`config.mk`:
```
export PLATFORM = sky130hd
export DESIGN_NAME = controlador_ajuste
export DESIGN_NICKNAME = d
export VERILOG_FILES = /design/src/rtl/controlador_ajuste.sv
export SDC_FILE = /design/constraint.sdc
export NUM_CORES = 1
export LEC_CHECK = 0
export BUFFER_PORTS_ARGS = -buffer_cell sky130_fd_sc_hd__buf_4
export CAP_MARGIN = 15
export CORE_MARGIN = 4
export CORE_UTILIZATION = 68
export CTS_BUF_LIST = sky130_fd_sc_hd__clkbuf_8
export DETAILED_ROUTE_END_ITERATION = 6
export HOLD_SLACK_MARGIN = 0.06
export PLACE_DENSITY = 0.87
export SLEW_MARGIN = 20
export SYNTH_ARGS = -nofsm -noshare
export SYNTH_HDL_FRONTEND = slang
export SYNTH_SLANG_ARGS = --single-unit
```
`constraint.sdc`:
```
create_clock -name clk -period 4.7 [get_ports clk]
set_input_delay 0.47 -clock clk [delete_from_list [all_inputs] [get_ports clk]]
set_output_delay 0.47 -clock clk [all_outputs]
set_load 0.05 [all_outputs]
```
`src/rtl/controlador_ajuste.sv`:
```
// controlador_ajuste: time/date setting controller for the clock-calendar.
// Turns four debounced front-panel buttons into an edit-mode state machine,
// issues one-cycle increment/decrement pulses (with hold-to-repeat) to the
// selected field counter, pauses timekeeping while editing and drives a
// blink enable for the selected digits.
//
// Ports:
//   clk, rst_n                  clock, synchronous active-low reset
//   btn_modo/sig/arriba/abajo   debounced button levels
//   en_ajuste                   high in any edit state (time-base pause)
//   campo_sel[2:0]              0 none, 1 hour, 2 min, 3 day, 4 month, 5 year
//   aum_* / dis_*               one-cycle increment / decrement pulses
//   parpadeo                    blink enable for the selected field
module controlador_ajuste #(
    parameter int unsigned REPEAT_DELAY  = 25_000_000,
    parameter int unsigned REPEAT_PERIOD = 5_000_000,
    parameter int unsigned TIMEOUT       = 500_000_000,
    parameter int unsigned BLINK_HALF    = 12_500_000
) (
    input  logic       clk,
    input  logic       rst_n,
    input  logic       btn_modo,
    input  logic       btn_sig,
    input  logic       btn_arriba,
    input  logic       btn_abajo,
    output logic       en_ajuste,
    output logic [2:0] campo_sel,
    output logic       aum_hora,
    output logic       aum_min,
    output logic       aum_dia,
    output logic       aum_mes,
    output logic       aum_ano,
    output logic       dis_hora,
    output logic       dis_min,
    output logic       dis_dia,
    output logic       dis_mes,
    output logic       dis_ano,
    output logic       parpadeo
);

    localparam int unsigned HOLD_MAX = (REPEAT_DELAY > REPEAT_PERIOD) ? REPEAT_DELAY : REPEAT_PERIOD;
    localparam int unsigned HW = $clog2(HOLD_MAX + 1);
    localparam int unsigned TW = $clog2(TIMEOUT + 1);
    localparam int unsigned BW = $clog2(BLINK_HALF + 1);

    typedef enum logic [2:0] {
        RUN    = 3'd0,
        E_HORA = 3'd1,
        E_MIN  = 3'd2,
        E_DIA  = 3'd3,
        E_MES  = 3'd4,
        E_ANO  = 3'd5
    } state_t;

    state_t        state;
    state_t        next_field;
    logic [3:0]    btn_cur;      // {modo, sig, arriba, abajo}
    logic [3:0]    btn_prev;
    logic [3:0]    btn_edge;
    logic          en_q;
    logic          parp_q;
    logic [4:0]    aum_q;
    logic [4:0]    dis_q;
    logic [4:0]    field_oh;
    logic [TW-1:0] idle_cnt;
    logic [BW-1:0] blink_cnt;
    logic [HW-1:0] hold_cnt;
    logic          rep_act;      // a press is being held and may repeat
    logic          rep_dir;      // 1 = arriba, 0 = abajo
    logic          rep_ph;       // 0 = waiting initial delay, 1 = periodic

    logic          modo_ev;
    logic          sig_ev;
    logic          all_low;
    logic          timeout_hit;

    logic          pulse_up_c;
    logic          pulse_dn_c;
    logic [HW-1:0] hold_nxt;
    logic          rep_act_nxt;
    logic          rep_dir_nxt;
    logic          rep_ph_nxt;

    assign btn_edge    = btn_cur & ~btn_prev;
    assign modo_ev     = btn_edge[3];
    assign sig_ev      = btn_edge[2];
    assign all_low     = (btn_cur == 4'b0000);
    assign timeout_hit = all_low && (idle_cnt == TW'(TIMEOUT - 1));

    // Field rotation for the next-field button
    always_comb begin
        next_field = E_HORA;
        case (state)
            E_HORA:  next_field = E_MIN;
            E_MIN:   next_field = E_DIA;
            E_DIA:   next_field = E_MES;
            E_MES:   next_field = E_ANO;
            default: next_field = E_HORA;
        endcase
    end

    // One-hot pulse routing, bit 0 = hour ... bit 4 = year
    always_comb begin
        field_oh = 5'b00000;
        case (state)
            E_HORA:  field_oh = 5'b00001;
            E_MIN:   field_oh = 5'b00010;
            E_DIA:   field_oh = 5'b00100;
            E_MES:   field_oh = 5'b01000;
            E_ANO:   field_oh = 5'b10000;
            default: field_oh = 5'b00000;
        endcase
    end

    // Press / hold-to-repeat decision; both levels high cancels everything
    always_comb begin
        pulse_up_c  = 1'b0;
        pulse_dn_c  = 1'b0;
        hold_nxt    = hold_cnt;
        rep_act_nxt = rep_act;
        rep_dir_nxt = rep_dir;
        rep_ph_nxt  = rep_ph;
        if (btn_cur[1] && btn_cur[0]) begin
            rep_act_nxt = 1'b0;
            rep_ph_nxt  = 1'b0;
            hold_nxt    = '0;
        end else if (btn_edge[1]) begin
            pulse_up_c  = 1'b1;
            rep_act_nxt = 1'b1;
            rep_dir_nxt = 1'b1;
            rep_ph_nxt  = 1'b0;
            hold_nxt    = HW'(1);
        end else if (btn_edge[0]) begin
            pulse_dn_c  = 1'b1;
            rep_act_nxt = 1'b1;
            rep_dir_nxt = 1'b0;
            rep_ph_nxt  = 1'b0;
            hold_nxt    = HW'(1);
        end else if (rep_act) begin
            if (!(rep_dir ? btn_cur[1] : btn_cur[0])) begin
                rep_act_nxt = 1'b0;
                rep_ph_nxt  = 1'b0;
                hold_nxt    = '0;
            end else if ((!rep_ph && hold_cnt == HW'(REPEAT_DELAY)) ||
                         ( rep_ph && hold_cnt == HW'(REPEAT_PERIOD))) begin
                pulse_up_c = rep_dir;
                pulse_dn_c = !rep_dir;
                rep_ph_nxt = 1'b1;
                hold_nxt   = HW'(1);
            end else begin
                hold_nxt = hold_cnt + 1'b1;
            end
        end
    end

    // Edit-mode state machine with registered outputs
    always_ff @(posedge clk) begin
        if (!rst_n) begin
            state     <= RUN;
            btn_cur   <= 4'hF;
            btn_prev  <= 4'hF;
            en_q      <= 1'b0;
            parp_q    <= 1'b0;
            aum_q     <= '0;
            dis_q     <= '0;
            idle_cnt  <= '0;
            blink_cnt <= '0;
            hold_cnt  <= '0;
            rep_act   <= 1'b0;
            rep_dir   <= 1'b0;
            rep_ph    <= 1'b0;
        end else begin
            btn_cur  <= {btn_modo, btn_sig, btn_arriba, btn_abajo};
            btn_prev <= btn_cur;
            aum_q    <= '0;
            dis_q    <= '0;
            if (state == RUN) begin
                idle_cnt  <= '0;
                blink_cnt <= '0;
                hold_cnt  <= '0;
                rep_act   <= 1'b0;
                rep_ph    <= 1'b0;
                if (modo_ev) begin
                    state  <= E_HORA;
                    en_q   <= 1'b1;
                    parp_q <= 1'b1;
                end else begin
                    en_q   <= 1'b0;
                    parp_q <= 1'b0;
                end
            end else if (modo_ev || timeout_hit) begin
                state     <= RUN;
                en_q      <= 1'b0;
                parp_q    <= 1'b0;
                idle_cnt  <= '0;
                blink_cnt <= '0;
                hold_cnt  <= '0;
                rep_act   <= 1'b0;
                rep_ph    <= 1'b0;
            end else if (sig_ev) begin
                state     <= next_field;
                parp_q    <= 1'b1;
                idle_cnt  <= '0;
                blink_cnt <= '0;
                hold_cnt  <= '0;
                rep_act   <= 1'b0;
                rep_ph    <= 1'b0;
            end else begin
                // Idle counter saturates rather than wrapping
                if (!all_low) begin
                    idle_cnt <= '0;
                end else if (idle_cnt != TW'(TIMEOUT)) begin
                    idle_cnt <= idle_cnt + 1'b1;
                end
                hold_cnt <= hold_nxt;
                rep_act  <= rep_act_nxt;
                rep_dir  <= rep_dir_nxt;
                rep_ph   <= rep_ph_nxt;
                if (pulse_up_c) begin
                    aum_q <= field_oh;
                end
                if (pulse_dn_c) begin
                    dis_q <= field_oh;
                end
                // Any pulse restarts the blink with digits visible
                if (pulse_up_c || pulse_dn_c) begin
                    parp_q    <= 1'b1;
                    blink_cnt <= '0;
                end else if (blink_cnt == BW'(BLINK_HALF - 1)) begin
                    parp_q    <= ~parp_q;
                    blink_cnt <= '0;
                end else begin
                    blink_cnt <= blink_cnt + 1'b1;
                end
            end
        end
    end

    assign campo_sel = 3'(state);
    assign en_ajuste = en_q;
    assign parpadeo  = parp_q;
    assign aum_hora  = aum_q[0];
    assign aum_min   = aum_q[1];
    assign aum_dia   = aum_q[2];
    assign aum_mes   = aum_q[3];
    assign aum_ano   = aum_q[4];
    assign dis_hora  = dis_q[0];
    assign dis_min   = dis_q[1];
    assign dis_dia   = dis_q[2];
    assign dis_mes   = dis_q[3];
    assign dis_ano   = dis_q[4];

endmodule
```
==> results of run 1 <==
## cell usage after synthesis (3+ instances only)
cell      number  area share
dfxtp_1      104        0.45
nor2_1       100       0.081
xor2_1        42       0.079
nand2_1       38       0.031
xnor2_1       30       0.056
nand4_1       28       0.038
nand3_1       23       0.025
and3_1        22       0.030
nand2b_1      15       0.020
inv_1         13       0.010
nor3_1        12       0.013
nor4_1         9       0.012
a21oi_1        8      0.0086
clkbuf_1       8      0.0065
nor2b_1        7      0.0094
o21ai_0        7      0.0075
buf_4          6      0.0097
nor4b_1        6       0.011
and2_1         5      0.0067
ha_1           5       0.013
nor3b_1        5      0.0081
and4_1         3      0.0056
## per-stage QoR
step | std cells | worst slack (ns)
global placement | 611 | 2.04
detailed placement | 611 | 1.88
CTS | 626 | 1.85
global route | 627 | 1.84
floorplan | 532 | 2.54
finish | 627 | 2.00
## layer usage
metal / vias up / part of all wire / GRT usage / wire [um]
met2: 57 / 0.51 / 0.375 / 4380
li1: 1836 / - / - / -
met3: 13 / 0.032 / 0.0517 / 272
met4: 0 / 0.014 / 0.0651 / 119
met5: - / 0 / 0 / 0
met1: 1701 / 0.44 / 0.251 / 3770
## cell type report
cell class                      count  area (um2)  area share
Clock buffer                       10         138      0.0276
Clock inverter                      5        50.0      0.0100
Inverter                           13        48.8     0.00977
Multi-Input combinational cell    397        2420       0.484
Sequential cell                   104        2080       0.417
Tap cell                           77        96.3      0.0193
Timing Repair Buffer               21         161      0.0323
## worst max-delay path, stage by stage, from the launching register on
cell	delay, ns
dfxtp_1	0.35
or4b_1	0.53
or4b_4	0.56
a21oi_4	0.22
o21ai_0	0.14
nand2b_1	0.64
nor2_1	0.12
## power by group through the flow
| stage | combinational (mW) | sequential [mW] | clock, mW |
|---|---|---|---|
| global placement | 0.0347 | 0.912 | 0 |
| global route | 0.0395 | 0.893 | 0.571 |
| detailed placement | 0.0354 | 0.912 | 0 |
| floorplan | 0.0234 | 0.915 | 0 |
| finish | 0.0357 | 0.892 | 0.525 |
| CTS | 0.0356 | 0.892 | 0.540 |
## cell families (layout without fill, tap and decap cells)
logic type,count (synthesis),count (layout)
muxes,2,2
and+or+nand+nor,290,290
buffers and inverters,31,49
DFF,104,104
AOI/OAI and AO/OA,28,28
xor gates and xnor gates,72,72
adders and majority gates,5,5
## registers in the layout (all words and copies together) (netlist names)
signal and flops:
btn_prev 4, idle_cnt 29, aum_q 5, en_ajuste 1, parpadeo 1, blink_cnt 24
rep_dir 1, rep_act 1, campo_sel 3, dis_q 5, btn_cur 4, hold_cnt 25
rep_ph 1
## layout by cell type, fill, tap and decap left out, drive strengths merged, types with 3 or more instances in the layout
cell      n
nand4    28
or4b      3
and4      3
nand2b   15
nand2    38
buf      21
nor2b     7
nor4      9
nor2    100
nor3b     5
xor2     42
inv      15
and3     22
clkbuf   10
nor4b     6
o21ai     7
dfxtp   104
xnor2    30
ha        5
nor3     12
a21oi    11
and2      5
nand3    24
## worst paths after layout
path	endpoint	slack [ns]	cells after the start
worst max-delay path	hold_cnt[13]$_SDFFE_PP0P_	2.00	6
worst min register to register	blink_cnt[0]$_SDFF_PP0_	0.48	1
worst min-delay path	btn_cur[1]$_SDFF_PN1_	0.30	2
worst max register to register	hold_cnt[13]$_SDFFE_PP0P_	2.00	6
==> out/results.tsv, run 1 <==
metric	value	unit
hold_buffers	0	
grt_overflow	0	
place_congestion	0.819	
vdd_ir_drop_max	0.205	mV
switchingPower	0.300	mW
cts_sinks	104	
avgSynthCellArea	8.74	um2
fin_nets	557	
critPathCaptureType	register	
clockBufferDepth	2	
ys.flop_type	dfxtp_1	
setup_viol	0	
synthesis.nets	543	
status	finished, final reports clean	
arrival	2.91	ns
fin_crit	2.70	ns
synth_cell_type_count	47	
crit_required	4.91	ns
ys_seq_area_frac	0.448	
io_pins	21	
grt_use_total	0.211	
clk_latency	0.36	ns
critPathMaxFanout	23	
fmax	371	MHz
antenna_found_initial	0	
synthAdderAreaFrac	0.0134	
grt_first_pass_wirelength	14.7	mm
clock-root-buffer	clkbuf_8	
syn2layout_area_growth	7.32	%
syn_inst	532	
synth_seq_cells	104	
rows	29	
synth_top_family_by_area	simple AND/OR/NAND/NOR gates	
remaining_drc_errors	0	
p_seq_frac	0.614	
antenna_left	0	
fin_crit_sh	0.574	
combPwrFrac	0.025	
min_path_type	in -> reg	
p_total	1.45	mW
synth-xor-area-share	0.136	
p_per_area	291	mW/mm2
post_cts_resized	0	
cap_viol_max_count	0	
die_h	90.7	um
post_cts.repair.setup_buffers	0	
die_w	90.7	um
synth_edf_count	0	
wl_per_cell	13.6	um
clk_pin_slew_worst_paths	0.08	ns
die_area	0.00823	mm2
dpl_cell_area	0.00479	mm2
initial_core_util	0.716	
intPower	1.15	mW
tightestPinTransition	0.846	ns
swShare	0.207	
synth_mux_area_frac	0.00430	
drive_above_1_share	0.0891	
startpoint_type	register	
synth-simple-area-share	0.325	
syn-cell-area	0.00465	mm2
p_leak	1.63	nW
synth-compound-area-share	0.0412	
worstHoldStart	btn_arriba	
cts_tree	built	
core-area	0.00649	mm2
vias	3607	
holdWs	0.297	ns
rsz0062_at_grt	false	
diodes	0	
crit_type	reg -> reg	
viasPerCell	5.75	
portBuffers	20	
cts-buffers-inserted	9	
nFillCells	470	
async_flop_share	0	
hpwlAfterDp	6.05	mm
slew_viol_final	0	
dr.pass1.iters	4	
skew	0.00776	ns
grt_max_degree	30	
hold_viol_final	0	
fin_util	0.769	
fin_setup_tns	0	ns
htree_levels	3	
finish.instance_area	0.00499	mm2
timing.rr.start	hold_cnt[13]$_SDFFE_PP0P_	
drt_iter0_drc	190	
yosys_warnings	0	
slew_headroom	0.436	
clockPowerShare	0.361	
cp-startpoint	hold_cnt[13]$_SDFFE_PP0P_	
wirelength	8.55	mm
grt_pass1_vias	3410	
Power figures use the tool's default switching activity.
==> inputs of run 2 (changes only) <==
ABC_AREA = 1   (was default)
CORE_UTILIZATION = 64   (was 68)
PLACE_DENSITY = 0.82   (was 0.87)
clock period = 2.6 ns   (was 4.7 ns; I/O delays follow)
==> run 2 against run 1 <==
Sequential share of layout area shrank 5.8 points. Die area grew 21%. Worst setup slack lost 1.5 ns. Highest routed layer unchanged.
==> out/results.tsv, run 2 <==
metric	value	unit
status	finished, final reports clean	
holdWs	0.0898	ns
grt_overflow	0	
ys.flop_type	dfxtp_1	
fin_crit_sh	0.791	
htree_levels	3	
drive_above_1_share	0.130	
hold_buffers	0	
avgSynthCellArea	7.12	um2
vias	4800	
grt_pass1_vias	4470	
hpwlAfterDp	8.52	mm
die_h	99.7	um
cts_tree	built	
antenna_found_initial	0	
setup_viol	0	
rows	33	
vdd_ir_drop_max	0.424	mV
p_per_area	545	mW/mm2
die_area	0.00995	mm2
grt_first_pass_wirelength	19.3	mm
drt_iter0_drc	212	
clk_pin_slew_worst_paths	0.10	ns
yosys_warnings	0	
slew_headroom	0.716	
fin_crit	2.06	ns
crit_required	2.89	ns
skew	0.0118	ns
synth_edf_count	0	
portBuffers	20	
die_w	99.7	um
syn-cell-area	0.00539	mm2
tightestPinTransition	0.423	ns
slowest_stage	dfxtp_1	
wirelength	11.1	mm
post_cts_resized	0	
arrival	2.35	ns
cts-buffers-inserted	9	
fmax	486	MHz
synth.area.top_cells	dfxtp_1 39%, nand2_1 10%, nor2_1 9.9%	
async_flop_share	0	
dr.pass1.iters	5	
top_register	idle_cnt	
yosysMostFrequentCell	nand2_1	
initial_core_util	0.656	
slowest_delay	0.34	ns
antenna_left	0	
cp-startpoint	idle_cnt[0]$_SDFFE_PP0P_	
grt_max_degree	29	
rsz0062_at_grt	false	
timing.rr.start	idle_cnt[0]$_SDFFE_PP0P_	
ys_seq_area_frac	0.387	
io_pins	21	
hold_viol_final	0	
syn_inst	756	
fin_nets	791	
critPathMaxFanout	12	
yosysTopAreaCell	dfxtp_1	
cts_sinks	104	
grt_use_total	0.230	
wl_per_cell	12.5	um
layout_commonest_cell	nand2_1	
p_leak	2.05	nW
yosys-top-cells-count	150 x nand2_1, 142 x nor2_1, 104 x dfxtp_1, 88 x inv_1, 52 x nand3_1	
final_cell_mix	150 x nand2_1, 142 x nor2_1, 104 x dfxtp_1	
core-area	0.00822	mm2
post_cts.repair.setup_buffers	0	
critPathCaptureType	register	
syn2layout_area_growth	7.74	%
synth_seq_cells	104	
clk_latency	0.36	ns
fin_setup_tns	0	ns
viasPerCell	5.39	
path_cells	ha_1, nand2_1, nor2_2, nand3_1, nor2_1, nand2_2, nand3_4, nor3_4, nand3_2, buf_4, nor2_1	
crit_type	reg -> reg	
min_path_type	in -> reg	
synthesis.nets	767	
clock-root-buffer	clkbuf_8	
largest_reg_flops	29	
r2r_cells	11	
place_congestion	0.918	
clockBufferDepth	2	
remaining_drc_errors	0	
reg.largest.list	idle_cnt: 29 flops, hold_cnt: 25 flops, blink_cnt: 24 flops	
diodes	0	
worstHoldStart	btn_sig	
p_total	3.16	mW
whs_path_depth	2	
cp_common_cell	nor2_1	
startpoint_type	register	
synth_top_area_share	0.387	
synth_cell_type_count	42	
cap_viol_max_count	0	
slew_viol_final	0	
nFillCells	692	
run 2: changes by cell type after synthesis, moves of 9 or more:
| cell | change |
|---|---|
| a21oi_1 | +25 |
| and3_1 | -22 |
| inv_1 | +75 |
| nand2_1 | +112 |
| nand2b_1 | -15 |
| nand3_1 | +29 |
| nand4_1 | -17 |
| nor2_1 | +42 |
| nor2_2 | +9 |
| nor3_2 | +9 |
| or2_2 | +10 |
| xnor2_1 | -20 |
| xor2_1 | -22 |
run 2: cell type report:
| cell class | instances | area, um2 | area share |
|---|---|---|---|
| clock inverters | 7 | 73.8 | 0.0127 |
| repair buffers | 22 | 165 | 0.0285 |
| inverters | 95 | 357 | 0.0614 |
| well taps | 105 | 131 | 0.0226 |
| multi-input cells | 548 | 2870 | 0.495 |
| flip-flops and latches | 104 | 2080 | 0.359 |
| clock buffers | 9 | 124 | 0.0213 |
run 2: through the flow:
| stage | cells | instance area, um2 | utilization | setup WS [ns] |
|---|---|---|---|---|
| after CTS | 890 | 5800 | 0.706 | 0.544 |
| final | 890 | 5800 | 0.706 | 0.544 |
| after floorplan | 756 | 5390 | - | 0.693 |
| after global routing | 890 | 5800 | 0.706 | 0.368 |
| after detailed placement | 874 | 5610 | 0.682 | 0.565 |
| after global placement | 874 | 5610 | 0.682 | 0.662 |
run 2: critical path, delay by kind of cell (launching register included):
kind	cells	cell delay (ns)
DFF	1	0.34
adders and majority gates	1	0.21
buffers and inverters	1	0.30
and+or+nand+nor	9	1.12
run 2: report_power, final:
group	internal (mW)	total [mW]	switching, mW
logic	0.145	0.503	0.358
registers	1.63	1.66	0.0349
clock network	0.449	0.999	0.550
run 2: final timing paths:
check                                                 end  slack (ns)
worst max register to register  hold_cnt[19]$_SDFFE_PP0P_        0.54
worst max-delay path            hold_cnt[19]$_SDFFE_PP0P_        0.54
worst min-delay path                btn_cur[2]$_SDFF_PN1_        0.09
worst min register to register     btn_prev[2]$_SDFF_PN1_        0.45
run 2: layer usage:
layer  vias to the layer above  GRT usage  wire length (um)
li1                       2469          -                 -
met1                      2182      0.308              5300
met2                       137      0.378              5030
met3                        12     0.0428               652
met4                         0     0.0704               112
met5                         -          0                 0
run 2: logic make-up after synthesis:
logic type,Yosys count,share of synthesized area
AND/OR/NAND/NOR,458,0.417
AO/OA/AOI/OAI,55,0.0555
buffers and inverters,104,0.0806
flip-flops,104,0.387
adder cells (fa/ha/maj),5,0.0116
XOR/XNOR,30,0.0488
==> inputs of run 3 (changes only) <==
CORE_UTILIZATION = 58   (was 64)
PLACE_DENSITY = 0.78   (was 0.82)
clock period = 1.8 ns   (was 2.6 ns; I/O delays follow)
==> run 3 against run 2 <==
The run now ends with negative setup slack left. Critical endpoint is now blink_cnt[18]$_SDFF_PP0_. Critical path depth grew 2. Cell area grew 13%. Die area rose by 9.5%. Highest routed layer unchanged. Hold slack better by 0.36 ns. Clock skew is 0.0018 ns higher.
==> out/results.tsv, run 3 (same netlist as run 2, synthesis figures left out) <==
metric	value	unit
setup_viol	1	
timing.rr.start	hold_cnt[2]$_SDFFE_PP0P_	
clk_latency	0.38	ns
antenna_found_initial	0	
intPower	3.26	mW
slew_headroom	0.742	
viasPerCell	5.38	
dpl_cell_area	0.00595	mm2
grt_first_pass_wirelength	21.0	mm
clock-root-buffer	clkbuf_8	
status	complete, but fails checks	
crit_required	2.10	ns
min_path_type	reg -> reg	
cp-startpoint	hold_cnt[2]$_SDFFE_PP0P_	
drt_iter0_drc	300	
grt_use_total	0.226	
die_w	104	um
grt_overflow	0	
drive_above_1_share	0.273	
layout_commonest_cell	nand2_1	
portBuffers	20	
finish.instance_area	0.00656	mm2
remaining_drc_errors	0	
worst-r2r-setup-slack	-0.003	ns
startpoint_type	register	
fin_crit	1.80	ns
swShare	0.313	
fmax	555	MHz
critPathCaptureType	register	
nFillCells	678	
hpwlAfterDp	9.22	mm
wl_met2	6.19	mm
switchingPower	1.49	mW
rows	34	
skew	0.0136	ns
whs_endpoint	blink_cnt[0]$_SDFF_PP0_	
critPathMaxFanout	6	
whs_path_depth	1	
violations	negative setup slack	
reg.largest.list	idle_cnt: 29 flops, hold_cnt: 25 flops, blink_cnt: 24 flops	
htree_levels	3	
vdd_ir_drop_max	0.592	mV
place_congestion	0.912	
rsz0062_at_grt	true	
largest_reg_flops	29	
timing.final.ws_setup	-0.00272	ns
clockPowerShare	0.298	
syn2layout_area_growth	21.9	%
top_register	idle_cnt	
final_cell_mix	141 x nand2_1, 130 x nor2_1, 80 x inv_1	
p_total	4.74	mW
arrival	2.11	ns
worstHoldStart	blink_cnt[0]$_SDFF_PP0_	
hold_viol_final	0	
die_h	104	um
critPathTopFamily	simple AND/OR/NAND/NOR gates	
wl_met1	5.66	mm
r2r_cells	13	
crit_type	reg -> reg	
initial_core_util	0.606	
io_pins	21	
wl_per_cell	13.4	um
cts_sinks	104	
combPwrFrac	0.194	
tightestPinTransition	0.384	ns
rr_endpoint	blink_cnt[18]$_SDFF_PP0_	
cap_viol_max_count	0	
p_leak	2.40	nW
fin_nets	847	
path_cells	inv_1, nand2_1, nor2_2, nand2_2, nor2_1, nand2_1, nand2_2, nand2_2, nand2_2, nand2_4, nand4_4, buf_12, nor3b_2	
p_seq_frac	0.508	
fin_crit_sh	1.00	
die_area	0.0109	mm2
clockBufferDepth	2	
cts_tree	built	
antenna_left	0	
routed.top_layer	met4	
dr_wl_met3	595	um
cp_common_cell	nand2_2	
cts-buffers-inserted	9	
core-area	0.00889	mm2
grt_pass1_vias	4791	
slowest_stage	dfxtp_2	
diodes	0	
dr.pass1.iters	5	
slew_viol_final	0	
wirelength	12.7	mm
vias	5109	
slowest_delay	0.39	ns
path_buf_inv	2	
p_per_area	722	mW/mm2
grt_max_degree	25	
clk_pin_slew_worst_paths	0.11	ns
run 3: changes by cell type in the layout (fill, tap and decap cells not counted), moves of 5 or more:
| cell | delta |
|---|---|
| buf_4 | +44 |
| dfxtp_1 | -31 |
| dfxtp_2 | +30 |
| dlygate4sd3_1 | +5 |
| inv_1 | -10 |
| inv_2 | +8 |
| nand2_1 | -9 |
| nand2_2 | +8 |
| nor2_1 | -12 |
| nor2_4 | +8 |
| nor3b_1 | -6 |
| nor3b_2 | +6 |
run 3: per-layer routing:
metal | global-route usage | vias up
met3 | 0.0391 | 23
met4 | 0.0665 | 0
met1 | 0.298 | 2376
li1 | - | 2577
met5 | 0 | -
met2 | 0.377 | 133
run 3: what timing repair did:
item,4_1_cts,5_1_grt
hold buffers,5,0
endpoints found under the setup margin,1,94
hold endpoints to repair,8,0
cloned,0,3
setup buffers,1,9
pin swaps,1,17
resized for setup,1,86
run 3: stage by stage:
step	instances	setup TNS, ns	hold slack (ns)	worst slack (ns)	utilization
floorplan	756	0	0.287	0.118	-
global placement	915	0	0.373	0.0827	0.669
detailed placement	915	-0.0174	0.373	-0.0174	0.669
CTS	937	0	0.454	0.00917	0.697
global route	949	-1.20	0.488	-0.110	0.738
finish	949	-0.00272	0.449	-0.00272	0.738
run 3: final cells by class:
class	instances	area [um2]	area share
multi-input combinational	548	3070	0.468
sequential	104	2120	0.323
timing repair buffer	78	687	0.105
inverter	95	357	0.0543
clock buffer	10	138	0.0210
tap	108	135	0.0206
clock inverter	6	51.3	0.00782
run 3: power groups by stage:
stage,combinational (mW),clock (mW),sequential [mW]
floorplan,0.481,0,2.56
global placement,0.764,0,2.46
finish,0.919,1.41,2.41
CTS,0.799,1.45,2.41
global route,0.991,1.55,2.42
detailed placement,0.780,0,2.46
run 3: worst max-delay path by stage:
| stage | cells after the start | to | slack (ns) |
|---|---|---|---|
| 3_5_place_dp | 11 | hold_cnt[2]$_SDFFE_PP0P_ | -0.02 |
| 4_1_cts | 14 | blink_cnt[2]$_SDFF_PP0_ | 0.009 |
| 6_report | 13 | blink_cnt[18]$_SDFF_PP0_ | -0.003 |
| 5_1_grt | 14 | blink_cnt[18]$_SDFF_PP0_ | -0.11 |
| 3_3_place_gp | 11 | hold_cnt[11]$_SDFFE_PP0P_ | 0.08 |
| 2_1_floorplan | 9 | blink_cnt[21]$_SDFF_PP0_ | 0.12 |
